`src/rtl/draw_scheduler_if.sv`:
```
// Request bus from the player/enemy controllers and the pixel-write bus toward the VGA adapter.
interface draw_scheduler_if #(
  parameter int N_REQ = 4
) ();
  localparam int IW = (N_REQ > 1) ? $clog2(N_REQ) : 1;

  logic [N_REQ-1:0]   req_move;
  logic [8*N_REQ-1:0] req_x;
  logic [7*N_REQ-1:0] req_y;
  logic [3*N_REQ-1:0] req_width;
  logic [3*N_REQ-1:0] req_colour;

  logic [7:0]         vga_x;
  logic [6:0]         vga_y;
  logic [2:0]         vga_colour;
  logic               vga_plot;
  logic               busy;
  logic [IW-1:0]      grant_idx;
  logic               done;

  modport master (
    output req_move, req_x, req_y, req_width, req_colour,
    input  vga_x, vga_y, vga_colour, vga_plot, busy, grant_idx, done
  );

  modport slave (
    input  req_move, req_x, req_y, req_width, req_colour,
    output vga_x, vga_y, vga_colour, vga_plot, busy, grant_idx, done
  );
endinterface

```
`src/rtl/draw_scheduler.sv`:
```
// Round-robin owner of the VGA pixel port: erases a requester's old square, then draws the new one.
// Build option CLEAR_ON_RESET_EN: blank the whole screen after reset before serving any request.
module draw_scheduler #(
  parameter int N_REQ    = 4,
  parameter int SCREEN_W = 160,
  parameter int SCREEN_H = 120
) (
  input  logic            clk,
  input  logic            reset,
  draw_scheduler_if.slave bus
);
  localparam int         IW  = (N_REQ > 1) ? $clog2(N_REQ) : 1;
  localparam logic [8:0] SW9 = 9'(SCREEN_W);
  localparam logic [8:0] SH9 = 9'(SCREEN_H);

`ifdef CLEAR_ON_RESET_EN
  typedef enum logic [2:0] {S_IDLE, S_ERASE, S_DRAW, S_DONE, S_CLEAR} state_t;
  localparam state_t     S_RESET    = S_CLEAR;
  localparam logic [7:0] CLR_X_LAST = 8'(SCREEN_W - 1);
  localparam logic [6:0] CLR_Y_LAST = 7'(SCREEN_H - 1);
`else
  typedef enum logic [2:0] {S_IDLE, S_ERASE, S_DRAW, S_DONE} state_t;
  localparam state_t     S_RESET    = S_IDLE;
`endif

  state_t           state_q, state_d;
  logic [N_REQ-1:0] pending_q, pending_d;
  logic [N_REQ-1:0] drawn_q, drawn_d;
  logic [IW-1:0]    rr_ptr_q, rr_ptr_d;
  logic [IW-1:0]    grant_q, grant_d;
  logic [7:0]       new_x_q, new_x_d;
  logic [6:0]       new_y_q, new_y_d;
  logic [2:0]       new_w_q, new_w_d;
  logic [2:0]       colour_q, colour_d;
  logic [2:0]       col_q, col_d;
  logic [2:0]       row_q, row_d;
  logic [7:0]       old_x_q [N_REQ];
  logic [7:0]       old_x_d [N_REQ];
  logic [6:0]       old_y_q [N_REQ];
  logic [6:0]       old_y_d [N_REQ];
  logic [2:0]       old_w_q [N_REQ];
  logic [2:0]       old_w_d [N_REQ];
  logic [7:0]       vga_x_q, vga_x_d;
  logic [6:0]       vga_y_q, vga_y_d;
  logic [2:0]       vga_colour_q, vga_colour_d;
  logic             vga_plot_q, vga_plot_d;
  logic             done_q, done_d;
`ifdef CLEAR_ON_RESET_EN
  logic [7:0]       clr_x_q, clr_x_d;
  logic [6:0]       clr_y_q, clr_y_d;
`endif

  logic [7:0] req_x_a [N_REQ];
  logic [6:0] req_y_a [N_REQ];
  logic [2:0] req_w_a [N_REQ];
  logic [2:0] req_c_a [N_REQ];

  for (genvar g = 0; g < N_REQ; g++) begin : g_unpack
    assign req_x_a[g] = bus.req_x[8*g +: 8];
    assign req_y_a[g] = bus.req_y[7*g +: 7];
    assign req_w_a[g] = bus.req_width[3*g +: 3];
    assign req_c_a[g] = bus.req_colour[3*g +: 3];
  end

  // Round-robin search: first pending bit at or after rr_ptr, wrapping.
  logic          arb_found;
  logic [IW-1:0] arb_win;
  logic [IW-1:0] arb_idx;

  always_comb begin
    arb_found = 1'b0;
    arb_win   = '0;
    arb_idx   = '0;
    for (int k = 0; k < N_REQ; k++) begin
      arb_idx = IW'((int'(rr_ptr_q) + k) % N_REQ);
      if (!arb_found && pending_q[arb_idx]) begin
        arb_found = 1'b1;
        arb_win   = arb_idx;
      end
    end
  end

  logic [7:0] scan_x;
  logic [6:0] scan_y;
  logic [2:0] scan_w;
  logic [2:0] scan_c;
  logic [8:0] pix_x;
  logic [8:0] pix_y;
  logic       last_col;
  logic       last_pix;

  always_comb begin
    state_d      = state_q;
    pending_d    = pending_q | bus.req_move;
    drawn_d      = drawn_q;
    rr_ptr_d     = rr_ptr_q;
    grant_d      = grant_q;
    new_x_d      = new_x_q;
    new_y_d      = new_y_q;
    new_w_d      = new_w_q;
    colour_d     = colour_q;
    col_d        = col_q;
    row_d        = row_q;
    old_x_d      = old_x_q;
    old_y_d      = old_y_q;
    old_w_d      = old_w_q;
    vga_x_d      = vga_x_q;
    vga_y_d      = vga_y_q;
    vga_colour_d = vga_colour_q;
    vga_plot_d   = 1'b0;
    done_d       = 1'b0;
`ifdef CLEAR_ON_RESET_EN
    clr_x_d      = clr_x_q;
    clr_y_d      = clr_y_q;
`endif

    if (state_q == S_ERASE) begin
      scan_x = old_x_q[grant_q];
      scan_y = old_y_q[grant_q];
      scan_w = old_w_q[grant_q];
      scan_c = 3'd0;
    end else begin
      scan_x = new_x_q;
      scan_y = new_y_q;
      scan_w = new_w_q;
      scan_c = colour_q;
    end

    // Nine bits so squares hanging off the right/bottom edge clip instead of wrapping.
    pix_x    = {1'b0, scan_x} + {6'b0, col_q};
    pix_y    = {2'b0, scan_y} + {6'b0, row_q};
    last_col = (col_q == scan_w - 3'd1);
    last_pix = last_col && (row_q == scan_w - 3'd1);

    case (state_q)
      S_IDLE: begin
        if (arb_found) begin
          pending_d[arb_win] = bus.req_move[arb_win];
          grant_d            = arb_win;
          rr_ptr_d           = (arb_win == IW'(N_REQ - 1)) ? '0 : arb_win + IW'(1);
          new_x_d            = req_x_a[arb_win];
          new_y_d            = req_y_a[arb_win];
          new_w_d            = req_w_a[arb_win];
          colour_d           = req_c_a[arb_win];
          col_d              = '0;
          row_d              = '0;
          if (req_w_a[arb_win] == 3'd0) begin
            state_d = S_DONE;
          end else if (drawn_q[arb_win]) begin
            state_d = S_ERASE;
          end else begin
            state_d = S_DRAW;
          end
        end
      end

      S_ERASE, S_DRAW: begin
        vga_x_d      = pix_x[7:0];
        vga_y_d      = pix_y[6:0];
        vga_colour_d = scan_c;
        vga_plot_d   = (pix_x < SW9) && (pix_y < SH9);
        if (last_col) begin
          col_d = '0;
          row_d = row_q + 3'd1;
        end else begin
          col_d = col_q + 3'd1;
        end
        if (last_pix) begin
          row_d = '0;
          if (state_q == S_ERASE) begin
            state_d = S_DRAW;
          end else begin
            state_d          = S_DONE;
            drawn_d[grant_q] = 1'b1;
            old_x_d[grant_q] = new_x_q;
            old_y_d[grant_q] = new_y_q;
            old_w_d[grant_q] = new_w_q;
          end
        end
      end

      S_DONE: begin
        done_d  = 1'b1;
        state_d = S_IDLE;
      end

`ifdef CLEAR_ON_RESET_EN
      S_CLEAR: begin
        vga_x_d      = clr_x_q;
        vga_y_d      = clr_y_q;
        vga_colour_d = 3'd0;
        vga_plot_d   = 1'b1;
        if (clr_x_q == CLR_X_LAST) begin
          clr_x_d = '0;
          if (clr_y_q == CLR_Y_LAST) begin
            clr_y_d = '0;
            state_d = S_IDLE;
          end else begin
            clr_y_d = clr_y_q + 7'd1;
          end
        end else begin
          clr_x_d = clr_x_q + 8'd1;
        end
      end
`endif

      default: state_d = S_IDLE;
    endcase
  end

  always_ff @(posedge clk) begin
    if (reset) begin
      state_q      <= S_RESET;
      pending_q    <= '0;
      drawn_q      <= '0;
      rr_ptr_q     <= '0;
      grant_q      <= '0;
      new_x_q      <= '0;
      new_y_q      <= '0;
      new_w_q      <= '0;
      colour_q     <= '0;
      col_q        <= '0;
      row_q        <= '0;
      for (int i = 0; i < N_REQ; i++) begin
        old_x_q[i] <= '0;
        old_y_q[i] <= '0;
        old_w_q[i] <= '0;
      end
      vga_x_q      <= '0;
      vga_y_q      <= '0;
      vga_colour_q <= '0;
      vga_plot_q   <= 1'b0;
      done_q       <= 1'b0;
`ifdef CLEAR_ON_RESET_EN
      clr_x_q      <= '0;
      clr_y_q      <= '0;
`endif
    end else begin
      state_q      <= state_d;
      pending_q    <= pending_d;
      drawn_q      <= drawn_d;
      rr_ptr_q     <= rr_ptr_d;
      grant_q      <= grant_d;
      new_x_q      <= new_x_d;
      new_y_q      <= new_y_d;
      new_w_q      <= new_w_d;
      colour_q     <= colour_d;
      col_q        <= col_d;
      row_q        <= row_d;
      old_x_q      <= old_x_d;
      old_y_q      <= old_y_d;
      old_w_q      <= old_w_d;
      vga_x_q      <= vga_x_d;
      vga_y_q      <= vga_y_d;
      vga_colour_q <= vga_colour_d;
      vga_plot_q   <= vga_plot_d;
      done_q       <= done_d;
`ifdef CLEAR_ON_RESET_EN
      clr_x_q      <= clr_x_d;
      clr_y_q      <= clr_y_d;
`endif
    end
  end

  assign bus.vga_x      = vga_x_q;
  assign bus.vga_y      = vga_y_q;
  assign bus.vga_colour = vga_colour_q;
  assign bus.vga_plot   = vga_plot_q;
  assign bus.busy       = (state_q != S_IDLE);
  assign bus.grant_idx  = grant_q;
  assign bus.done       = done_q;
endmodule

```
`src/flat_wrapper.sv`:
```
// flat-port wrapper written by rule: the top's interface ports become plain ports
module draw_scheduler_flat 
#(
  parameter int N_REQ    = 4,
  parameter int SCREEN_W = 160,
  parameter int SCREEN_H = 120
)
  (clk, reset, bus_req_move, bus_req_x, bus_req_y, bus_req_width, bus_req_colour, bus_vga_x, bus_vga_y, bus_vga_colour, bus_vga_plot, bus_busy, bus_grant_idx, bus_done);
  draw_scheduler_if #(.N_REQ(N_REQ)) bus_i ();
  input  logic clk;
  input  logic reset;
  input wire logic [$bits(bus_i.req_move)-1:0] bus_req_move;
  input wire logic [$bits(bus_i.req_x)-1:0] bus_req_x;
  input wire logic [$bits(bus_i.req_y)-1:0] bus_req_y;
  input wire logic [$bits(bus_i.req_width)-1:0] bus_req_width;
  input wire logic [$bits(bus_i.req_colour)-1:0] bus_req_colour;
  output wire logic [$bits(bus_i.vga_x)-1:0] bus_vga_x;
  output wire logic [$bits(bus_i.vga_y)-1:0] bus_vga_y;
  output wire logic [$bits(bus_i.vga_colour)-1:0] bus_vga_colour;
  output wire logic [$bits(bus_i.vga_plot)-1:0] bus_vga_plot;
  output wire logic [$bits(bus_i.busy)-1:0] bus_busy;
  output wire logic [$bits(bus_i.grant_idx)-1:0] bus_grant_idx;
  output wire logic [$bits(bus_i.done)-1:0] bus_done;
  assign bus_i.req_move = bus_req_move;
  assign bus_i.req_x = bus_req_x;
  assign bus_i.req_y = bus_req_y;
  assign bus_i.req_width = bus_req_width;
  assign bus_i.req_colour = bus_req_colour;
  assign bus_vga_x = bus_i.vga_x;
  assign bus_vga_y = bus_i.vga_y;
  assign bus_vga_colour = bus_i.vga_colour;
  assign bus_vga_plot = bus_i.vga_plot;
  assign bus_busy = bus_i.busy;
  assign bus_grant_idx = bus_i.grant_idx;
  assign bus_done = bus_i.done;
  draw_scheduler #(.N_REQ(N_REQ), .SCREEN_W(SCREEN_W), .SCREEN_H(SCREEN_H)) u_core (.clk(clk), .reset(reset), .bus(bus_i));
endmodule
```
`config.mk`:
```
export PLATFORM = sky130hd
export DESIGN_NAME = draw_scheduler_flat
export DESIGN_NICKNAME = d
export VERILOG_FILES = /design/src/rtl/draw_scheduler_if.sv /design/src/rtl/draw_scheduler.sv /design/src/flat_wrapper.sv
export SDC_FILE = /design/constraint.sdc
export NUM_CORES = 1
export LEC_CHECK = 0
export ABC_CLOCK_PERIOD_IN_PS = 6600
export BUFFER_PORTS_ARGS = -buffer_cell sky130_fd_sc_hd__buf_4
export CELL_PAD_IN_SITES_DETAIL_PLACEMENT = 0
export CELL_PAD_IN_SITES_GLOBAL_PLACEMENT = 2
export CORE_MARGIN = 8
export CORE_UTILIZATION = 35
export DETAILED_ROUTE_END_ITERATION = 12
export GPL_TIMING_DRIVEN = 0
export PLACE_DENSITY = 0.83
export SLEW_MARGIN = 30
export SYNTH_ARGS = -nofsm -noshare
export SYNTH_HDL_FRONTEND = slang
export SYNTH_SLANG_ARGS = --single-unit
```
`constraint.sdc`:
```
create_clock -name clk -period 6.6 [get_ports clk]
set_input_delay 0.66 -clock clk [delete_from_list [all_inputs] [get_ports clk]]
set_output_delay 0.66 -clock clk [all_outputs]
set_load 0.1 [all_outputs]
```
Yosys cells after proc, flatten, opt, wreduce, memory -nomap -nowiden
Cells that the tools add are included.
{"block": "totals", "reg_bits": 134}
{"block": "op_classes", "n_bitwise": 6, "eq_ne": 9, "n_reduce_logical": 22, "addsub": 9, "n_lt_le_gt_ge": 13, "muxes": 75}
{"op": "3-bit two-way mux", "n": 16}
{"op": "8-bit two-way mux", "n": 6}
{"op": "7-bit two-way mux", "n": 6}
{"op": "8-bit binary-select mux with 2-bit select", "n": 2}
{"op": "32-bit bitwise mux", "n": 1}
{"op": "7-bit binary-select mux with 2-bit select", "n": 2}
{"op": "28-bit bitwise mux", "n": 1}
{"op": "3-bit binary-select mux with 2-bit select", "n": 3}
{"op": "2-bit by 3-bit less-than comparator with 1-bit output, second input constant", "n": 6}
{"op": "3-bit one-hot mux with 2 select lines", "n": 3}
{"op": "8-bit demux with 2-bit select", "n": 1}
{"op": "7-bit demux with 2-bit select", "n": 1}
{"op": "1-bit two-way mux", "n": 14}
{"op": "1-bit binary-select mux with 2-bit select", "n": 6}
{"op": "12-bit bitwise mux", "n": 1}
{"op": "2-bit two-way mux", "n": 6}
{"op": "8-bit by 3-bit adder with 9-bit output", "n": 1}
{"op": "9-bit by 7-bit less-than comparator with 1-bit output, second input constant", "n": 1}
{"op": "9-bit by 8-bit less-than comparator with 1-bit output, second input constant", "n": 1}
{"op": "7-bit by 3-bit adder with 8-bit output", "n": 1}
{"op": "1-bit logical AND", "n": 8}
{"op": "4-bit two-way mux", "n": 2}
{"op": "4-bit OR", "n": 2}
{"op": "3-bit by 1-bit adder with 3-bit output, second input constant", "n": 2}
{"op": "other kinds (24)", "n": 41}

Longest topological paths before layout
Gate-level depths: netlist (run 1).
{"block": "logic_depth", "depth_word": 20, "mapped_depth": 16, "ltp_nobuf": 13}

Least setup slack after synthesis (run 1)
No wires, ideal clock.
{"block": "synth_timing", "path_kind": "flip-flop to flip-flop", "start": "register u_core.grant_q[0], in the netlist u_core.bus.grant_idx[0]", "end": "register u_core.row_q[2]", "required_ps": 6505, "slack_ps": 1989, "stages_incl_launch_ff": 14, "setup_time_ps": 95, "synth_period_minus_slack_ps": 4611, "path_buffers": 3, "arrival_time_ps": 4516, "cell_sequence": "dfxtp_1 -> buf_6 -> clkbuf_1 -> buf_1 -> mux4_2 -> mux2i_1 -> ha_1 -> nand3b_1 -> mux2i_1 -> o31a_1 -> o41ai_4 -> nand2_2 -> or3_1 -> a221oi_1"}
{"block": "synth_via", "elab_chain_cells": 10, "elab_cells_between_ends": 13, "classes_between": "add/sub (1); eq/ne (3); mux (6); bitwise (1); reduce/logical (2)"}
{"element": "from (decl)", "line_no": "draw_scheduler.sv:30", "source": "logic [IW-1:0] grant_q, grant_d;"}
{"element": "from (signal assigned)", "line_no": "draw_scheduler.sv:243", "source": "grant_q <= grant_d;"}
{"element": "2-bit NOT with 3-bit output (not written as such) *", "line_no": "draw_scheduler.sv:120", "source": "scan_w = old_w_q[grant_q];"}
{"element": "3-bit binary-select mux with 2-bit select *", "line_no": "draw_scheduler.sv:120"}
{"element": "3-bit two-way mux (not written as such) * (2 in series)", "line_no": "draw_scheduler.sv:120"}
{"element": "3-bit two-way mux *", "line_no": "draw_scheduler.sv:117", "source": "if (state_q == S_ERASE) begin"}
{"element": "3-bit by 1-bit subtractor with 3-bit output *", "line_no": "draw_scheduler.sv:132, draw_scheduler.sv:133"}
{"element": "3-bit == test, on equally long branches", "line_no": "draw_scheduler.sv:132, draw_scheduler.sv:133"}
{"element": "1-bit logical AND", "line_no": "draw_scheduler.sv:133", "source": "last_pix = last_col && (row_q == scan_w - 3'd1);"}
{"element": "3-bit by 1-bit != test with 1-bit output (no source line) or 3-bit two-way mux (tied branches)"}
{"element": "3-bit AND reduction (no source line) or 3-bit one-hot mux with 2 select lines (tied branches)"}
{"element": "to (signal assigned)", "line_no": "draw_scheduler.sv:249", "source": "row_q <= row_d;"}
{"element": "to (decl)", "line_no": "draw_scheduler.sv:36", "source": "logic [2:0] row_q, row_d;"}
Every way passes the cells marked *; elsewhere a longest branch is shown, timed or not. The select of a mux whose other input is x is not followed.
A chain may end at the register's enable or synchronous reset.

Worst setup path after layout (run 1)
{"block": "layout_timing", "start": "register u_core.grant_q[0], in the netlist u_core.bus.grant_idx[0]", "end": "register u_core.old_y_q[19] (netlist bit)"}
{"block": "layout_via", "elab_chain_cells": 9, "elab_cells_between_ends": 16, "classes_between": "add/sub (1); order compare (2); eq/ne (2); mux (7); bitwise (1); reduce/logical (3)"}
{"element": "2-bit NOT with 3-bit output (not written as such) *", "line_no": "draw_scheduler.sv:120, draw_scheduler.sv:176"}
{"element": "3-bit binary-select mux with 2-bit select", "line_no": "draw_scheduler.sv:120"}
{"element": "3-bit two-way mux (not written as such) (2 in series)", "line_no": "draw_scheduler.sv:120"}
{"element": "3-bit two-way mux", "line_no": "draw_scheduler.sv:117"}
{"element": "3-bit by 1-bit subtractor with 3-bit output", "line_no": "draw_scheduler.sv:132, draw_scheduler.sv:133"}
{"element": "3-bit == test, on equally long branches", "line_no": "draw_scheduler.sv:132, draw_scheduler.sv:133"}
{"element": "1-bit logical AND", "line_no": "draw_scheduler.sv:133"}
{"element": "3-bit AND reduction (no source line)"}
{"element": "to (signal assigned)", "line_no": "draw_scheduler.sv:251", "source": "old_y_q <= old_y_d;"}
{"element": "to (decl)", "line_no": "draw_scheduler.sv:39", "source": "logic [6:0] old_y_q [N_REQ];"}
Marked as above.

==> results.ini, run 1 <==
[yosys]
synthesis.nets=993
seq_area_frac_synth=0.385
synth-main-ff-cell=sky130_fd_sc_hd__dfxtp_1
ys_types=59
syn_area_per_cell_um2=7.83
synthArstFlopShare=0
yosys_warnings=0
synthesis.area_um2=6920
synth-edff-count=0
syn-instance-count=884
synth_seq_cells=133

[timing]
final.period_utilization=0.808
clock-skew-final_ns=0.0124
max-slew-margin-rel=0.425
slew_violations=0
report.final.setup_viol=0
fmax_ghz=0.187
final_hold_viol_count=0
final.min_clock_period_ns=5.33
grt_setup_unrepaired=no
worstMarginPinSlew_ns=0.855
timing.setup.tns_ns=0

[global_routing]
global_route.overflow_total=0
first_global_vias=6634
groute.usage.overall=0.197
antenna_found_initial=0
grt_max_degree=18
wire_length_of_the_first_global_routing_pass_mm=37.2

[power_and_ir_drop]
max-vdd-ir-drop_mv=0.166
powerDensity_nw_per_um2=457
power.static_leakage_nw=3.35
report.power.total_mw=3.97

[finish]
ratio_of_cells_with_drive_above_1_in_the_final_layout=0.189
n_antenna_cell=0
stdcell_area_um2=8680
area_growth_pct=25.5
design.final.nets=1123

[die]
starting_density_of_the_core=0.356
fp.dieArea_um2=24500
core_area_um2=19500
boundaryPins=113
die_h_um=157
fp-row-count=51
die_w_um=157

[placement]
detailedPlacementHpwl_mm=17.9
last_weighted_congestion_value_of_the_routability_driven_placer=0.776
portBuffers=111
post_dp_cell_area_um2=8090

[flow_run]
max_cap_viols=0

[critical_path]
buffer_and_inverter_count_on_the_worst_path=4
r2r_slack_ns=1.27
cp-end-kind=register
worst_path_most_repeated_cell=sky130_fd_sc_hd__mux2i_1
crit_slowest_cell=sky130_fd_sc_hd__nor2_1
crit_start_category=register
cp_slowest_stage_delay_ns=0.75
worstSetupPathType=register to register
reg2regPathDepth=14
reg2reg_from=u_core.bus.grant_idx[0]
critical_path_peak_fanout=10
worst-endpoint-arrival_ns=5.69
cp_top_family=buffers and inverters
regToRegEndpoint=u_core.old_y_q[19]
cp_data_required_time_ns=6.96
path_cells=buf_6, clkbuf_1, buf_1, mux4_2, mux2i_1, ha_1, and3b_1, o211ai_1, mux2i_1, o2111ai_1, nor2_1, buf_2, nand2_1, a21oi_1

[drt]
wirelength_mm=23.3
vias=6521
avgRoutedWirePerCell_um=18.0
drt.antenna.violating_nets=0
detail_route.drc_violations=0
drt_iter0_drc=426
drt_first_pass_iters=4
avgViaCountPerCell=5.05

[cts]
postCtsSetupBuffers=0
clkLatencyLatePin_ns=0.44
ctsResizeCount=0
clkSlewWorstSetupHoldPaths_ns=0.07
cts_max_level=4
tritoncts=done
cts_num_sinks=133
root_buffer=sky130_fd_sc_hd__clkbuf_16
cts_max_path_buffers=2
cts_buffers=17
ctsHoldBuffers=0

[hold_path]
min_from=u_core.old_w_q[9]
min_to=u_core.old_w_q[9]
worst_hold_path_type=register to register
min_delay_path_depth=2

[status]
status=finished, final reports clean

routing by layer:
metal  share of wire  vias to the layer above  track usage
met5               0                        -            0
met4           0.015                        0       0.0540
met3           0.063                       27       0.0560
met2            0.46                      166        0.321
met1            0.47                     3046        0.248
li1                -                     3282            -
through the flow:
stage | std cells | hold slack [ns] | setup slack [ns] | utilization
3_3_place_gp | 1260 | 0.435 | 1.33 | 0.415
4_1_cts | 1292 | 0.453 | 1.31 | 0.446
6_report | 1292 | 0.450 | 1.27 | 0.446
3_5_place_dp | 1260 | 0.443 | 1.34 | 0.415
5_1_grt | 1292 | 0.467 | 0.862 | 0.446
2_1_floorplan | 884 | 0.427 | 1.99 | -
report_power, final:
| group | leakage [nW] | switching (mW) | internal, mW | total [mW] |
|---|---|---|---|---|
| Clock | 0.296 | 0.443 | 0.514 | 0.957 |
| Sequential | 1.08 | 0.170 | 0.929 | 1.10 |
| Combinational | 1.98 | 1.31 | 0.604 | 1.92 |
| Total | 3.35 | 1.93 | 2.05 | 3.97 |
state kept, by name, summed over array words and instances, names as in the netlist:
register	count
u_core.drawn_q	4
u_core.bus.grant_idx	2
u_core.bus.vga_x	8
u_core.bus.vga_plot	1
u_core.bus.vga_y	7
u_core.bus.done	1
u_core.old_w_q	12
u_core.rr_ptr_q	2
u_core.bus.vga_colour	3
u_core.colour_q	3
u_core.new_y_q	7
u_core.state_q	2
u_core.new_w_q	3
u_core.new_x_q	8
u_core.col_q	3
u_core.row_q	3
u_core.old_y_q	28
u_core.pending_q	4
u_core.old_x_q	32
placed cells by master, fill, tap and decap left out, drive strengths merged, types with 3 or more instances in the layout:
cell    count
mux4       17
mux2i      31
nor2       37
nand2     271
nand2b      5
a211oi      8
dfxtp     133
xor2        5
or2         4
ha         17
clkinv      5
o41ai       3
o21ai      11
nor2b       3
a21o        5
nor4        5
buf       134
inv        29
or3         6
nor3        5
a21oi     124
mux2        7
nand3      67
xnor2       8
clkbuf     53
Yosys cell counts, types with 6 or more instances:
library cell | n | area [µm²]
sky130_fd_sc_hd__buf_2 | 10 | 50.1
sky130_fd_sc_hd__a21oi_1 | 124 | 621
sky130_fd_sc_hd__xnor2_1 | 8 | 70.1
sky130_fd_sc_hd__or3_1 | 6 | 37.5
sky130_fd_sc_hd__inv_1 | 18 | 67.6
sky130_fd_sc_hd__o21ai_0 | 11 | 55.1
sky130_fd_sc_hd__mux2_2 | 7 | 78.8
sky130_fd_sc_hd__ha_1 | 17 | 213
sky130_fd_sc_hd__a211oi_1 | 8 | 60.1
sky130_fd_sc_hd__dfxtp_1 | 133 | 2660
sky130_fd_sc_hd__nand3_1 | 67 | 335
sky130_fd_sc_hd__nor2_1 | 36 | 135
sky130_fd_sc_hd__nand2_1 | 270 | 1010
sky130_fd_sc_hd__buf_1 | 6 | 22.5
sky130_fd_sc_hd__clkbuf_1 | 36 | 135
sky130_fd_sc_hd__mux2i_1 | 28 | 280
sky130_fd_sc_hd__mux4_2 | 14 | 315
tightest hold or removal path: cells and delay by family (launching register included):
kind,cells,cell delay [ns]
simple gates,1,0.05
flops,1,0.31
compound gates,1,0.05
kinds of logic (layout without fill, tap and decap cells):
family | count (synthesis) | count (layout) | synth area share
simple gates | 412 | 412 | 0.252
compound gates | 174 | 174 | 0.145
flops | 133 | 133 | 0.385
buf+inv | 78 | 221 | 0.0490
mux | 55 | 55 | 0.116
fa+ha+maj | 19 | 19 | 0.0365
xor+xnor | 13 | 13 | 0.0165
worst max path at each step:
| stage | startpoint | end | cells after the start |
|---|---|---|---|
| global route | u_core.bus.grant_idx[0] | u_core.old_y_q[19] | 14 |
| detailed placement | u_core.bus.grant_idx[0] | u_core.old_y_q[14] | 14 |
| CTS | u_core.bus.grant_idx[0] | u_core.old_y_q[2] | 14 |
| finish | u_core.bus.grant_idx[0] | u_core.old_y_q[19] | 14 |
| floorplan | u_core.bus.grant_idx[0] | u_core.row_q[2] | 13 |
| global placement | u_core.bus.grant_idx[0] | u_core.old_x_q[23] | 14 |
layout make-up:
cell class | count | area [µm²]
timing repair buffer | 111 | 833
multi-input combinational | 673 | 3920
buffer | 59 | 268
fill | 2031 | 10800
sequential | 133 | 2660
clock inverter | 15 | 174
inverter | 19 | 71.3
clock buffer | 17 | 425
tap | 265 | 332
(Power assumes the default switching activity.)
==> inputs of run 2 (changes only) <==
ABC_CLOCK_PERIOD_IN_PS = 4400   (was 6600)
CORE_UTILIZATION = 30   (was 35)
PLACE_DENSITY = 0.76   (was 0.83)
clock period = 4.4 ns   (was 6.6 ns; I/O delays follow)
==> results.ini, run 2 (synthesis results as in run 1) <==
[status]
status=finished, final reports clean  ; unchanged

[timing]
fmax_ghz=0.244  ; was 0.187 GHz
hold_slack_ns=0.323  ; was 0.450 ns
timing.setup.tns_ns=0  ; unchanged
max-slew-margin-rel=0.524  ; was 0.425
final_hold_viol_count=0  ; unchanged
report.final.setup_viol=0  ; unchanged
final.min_clock_period_ns=4.09  ; was 5.33 ns
clock-skew-final_ns=0.00619  ; was 0.0124 ns
worstMarginPinSlew_ns=0.715  ; was 0.855 ns
grt_setup_unrepaired=no  ; unchanged
final.period_utilization=0.930  ; was 0.808
slew_violations=0  ; unchanged

[global_routing]
antenna_found_initial=0  ; unchanged
wire_length_of_the_first_global_routing_pass_mm=37.6  ; was 37.2 mm
grt_max_degree=17  ; was 18
first_global_vias=6645  ; was 6634
groute.usage.overall=0.170  ; was 0.197
global_route.overflow_total=0  ; unchanged

[power_and_ir_drop]
clock_power_share=0.252  ; was 0.241
powerDensity_nw_per_um2=688  ; was 457 nW/µm²
power.share.sequential=0.274  ; was 0.277
power.share.switching=0.463  ; was 0.485
power.static_leakage_nw=3.39  ; was 3.35 nW
cell_internal_pwr_mw=3.27  ; was 2.05 mW
netSwitchingPower_mw=2.81  ; was 1.93 mW
max-vdd-ir-drop_mv=0.314  ; was 0.166 mV
power_frac_comb=0.474  ; was 0.483

[drt]
drt_first_pass_iters=4  ; unchanged
drt.antenna.violating_nets=0  ; unchanged
highest_layer=met4  ; unchanged
detail_route.drc_violations=0  ; unchanged
avgRoutedWirePerCell_um=18.0  ; about the same
met1Wirelength_mm=11.2  ; was 10.9 mm
routed-wl-met2_mm=10.8  ; was 10.6 mm
avgViaCountPerCell=4.93  ; was 5.05
met3_wirelength_mm=1.45  ; was 1.48 mm
drt_iter0_drc=344  ; was 426
vias=6489  ; was 6521
wirelength_mm=23.7  ; was 23.3 mm

[finish]
ratio_of_cells_with_drive_above_1_in_the_final_layout=0.206  ; was 0.189
design.final.nets=1126  ; was 1123
max_flop_register=u_core.old_x_q  ; unchanged
top_regs=u_core.old_x_q: 32 flops, u_core.old_y_q: 28 flops, u_core.old_w_q: 12 flops  ; unchanged
mostFrequentLayoutCell=sky130_fd_sc_hd__nand2_1  ; unchanged
largest_register_ffs=32  ; unchanged
finalCoreUtilization=0.390  ; was 0.446
most-common-layout-cells=sky130_fd_sc_hd__nand2_1 (270), sky130_fd_sc_hd__dfxtp_1 (131), sky130_fd_sc_hd__a21oi_1 (124), sky130_fd_sc_hd__buf_4 (121), sky130_fd_sc_hd__nand3_1 (67)  ; was sky130_fd_sc_hd__nand2_1 (270), sky130_fd_sc_hd__dfxtp_1 (133), sky130_fd_sc_hd__a21oi_1 (124), sky130_fd_sc_hd__buf_4 (116), sky130_fd_sc_hd__nand3_1 (67)
area_growth_pct=27.7  ; was 25.5%
n_antenna_cell=0  ; unchanged
layout.filler_cells=2404  ; was 2031
post_layout_nonfiller_instances=1315  ; was 1292

[die]
starting_density_of_the_core=0.306  ; was 0.356
fp-row-count=55  ; was 51
core_area_um2=22600  ; was 19500 µm²
boundaryPins=113  ; unchanged
fp.dieArea_um2=28200  ; was 24500 µm²
die_h_um=168  ; was 157 µm
die_w_um=168  ; was 157 µm

[cts]
clkSlewWorstSetupHoldPaths_ns=0.06  ; was 0.07 ns
root_buffer=sky130_fd_sc_hd__clkbuf_16  ; unchanged
cts_buffers=17  ; unchanged
clkLatencyLatePin_ns=0.43  ; was 0.44 ns
cts_max_path_buffers=2  ; unchanged
ctsHoldBuffers=0  ; unchanged
cts_num_sinks=133  ; unchanged
cts_max_level=4  ; unchanged
tritoncts=done  ; unchanged

[flow_run]
max_cap_viols=0  ; unchanged

[critical_path]
cp-end-kind=register  ; unchanged
worst-endpoint-arrival_ns=4.38  ; was 5.69 ns
cp_data_required_time_ns=4.68  ; was 6.96 ns
worstSetupPathType=register to register  ; unchanged
critical_path_peak_fanout=10  ; unchanged
crit_start_category=register  ; unchanged

[placement]
place.detailed.instances=1280  ; was 1260
detailedPlacementHpwl_mm=18.1  ; was 17.9 mm
portBuffers=111  ; unchanged
last_weighted_congestion_value_of_the_routability_driven_placer=0.748  ; was 0.776

[hold_path]
worst_hold_path_type=input port to register  ; was register to register

## run 2: cell count changes in the layout (fill, tap and decap cells not counted), moves of 3 or more
cell                         change
sky130_fd_sc_hd__clkbuf_1        -5
sky130_fd_sc_hd__clkbuf_2        +3
sky130_fd_sc_hd__clkbuf_4        +3
sky130_fd_sc_hd__clkinvlp_4      +3
sky130_fd_sc_hd__buf_4           +5
sky130_fd_sc_hd__clkinv_4        +3
sky130_fd_sc_hd__inv_8           -8
sky130_fd_sc_hd__clkinv_8        -3
sky130_fd_sc_hd__bufinv_16       +4
## run 2: worst paths after layout
kind                                start                   to  slack [ns]  depth (start not counted)
setup / recovery  u_core.bus.grant_idx[0]    u_core.old_w_q[2]        0.31                         15
hold / removal            bus_req_move[3]  u_core.pending_q[3]        0.32                          3
setup reg to reg  u_core.bus.grant_idx[0]    u_core.old_w_q[2]        0.31                         15
hold reg to reg        u_core.old_x_q[20]   u_core.old_x_q[20]        0.45                          2
## run 2: per-layer routing
layer,vias up,global-route usage
met2,146,0.273
met4,0,0.0470
met1,3023,0.223
met5,-,0
li1,3300,-
met3,20,0.0442
## run 2: area by class of cell
cell class | instances | area, µm² | share of cell area
Buffer | 58 | 282 | 0.0319
Clock buffer | 17 | 425 | 0.0481
Clock inverter | 15 | 205 | 0.0232
Inverter | 19 | 71.3 | 0.00807
Multi-Input combinational cell | 673 | 3970 | 0.449
Sequential cell | 133 | 2670 | 0.302
Tap cell | 285 | 357 | 0.0403
Timing Repair Buffer | 115 | 863 | 0.0977
## run 2: metrics by stage
| stage | worst slack (ns) | power (mW) | area [µm²] |
|---|---|---|---|
| after detailed placement | -0.898 | 4.59 | 8110 |
| after floorplan | 0.114 | 3.69 | 6920 |
| after global routing | 0.0275 | 6.51 | 8840 |
| after CTS | 0.0974 | 6.14 | 8800 |
| final | 0.306 | 6.08 | 8840 |
| after global placement | -0.901 | 4.59 | 8110 |
## run 2: what timing repair did
action | 4_1_cts | 5_1_grt
hold endpoints to repair | 0 | 0
gates resized for setup | 13 | 7
pin swaps | 2 | 1
setup endpoints to repair | 83 | 45
buffers inserted | 2 | 2
## run 2: power groups by stage
stage | Sequential, mW | Clock [mW] | Combinational, mW
after floorplan | 1.96 | 0 | 1.73
after global placement | 1.70 | 0 | 2.90
after detailed placement | 1.69 | 0 | 2.90
after CTS | 1.67 | 1.56 | 2.92
after global routing | 1.70 | 1.60 | 3.22
final | 1.67 | 1.53 | 2.88
## run 2: worst max-delay path, stage by stage, from the launching register on
cell	delay [ns]
sky130_fd_sc_hd__dfxtp_2	0.33
sky130_fd_sc_hd__buf_6	0.16
sky130_fd_sc_hd__clkbuf_4	0.27
sky130_fd_sc_hd__buf_4	0.28
sky130_fd_sc_hd__mux4_2	0.52
sky130_fd_sc_hd__mux2i_1	0.22
sky130_fd_sc_hd__ha_1	0.31
sky130_fd_sc_hd__and3b_1	0.24
sky130_fd_sc_hd__o211ai_1	0.12
sky130_fd_sc_hd__mux2i_2	0.29
sky130_fd_sc_hd__o2111ai_2	0.31
sky130_fd_sc_hd__or2_2	0.35
sky130_fd_sc_hd__buf_2	0.19
sky130_fd_sc_hd__buf_4	0.21
sky130_fd_sc_hd__nand2_1	0.08
sky130_fd_sc_hd__a21oi_1	0.05
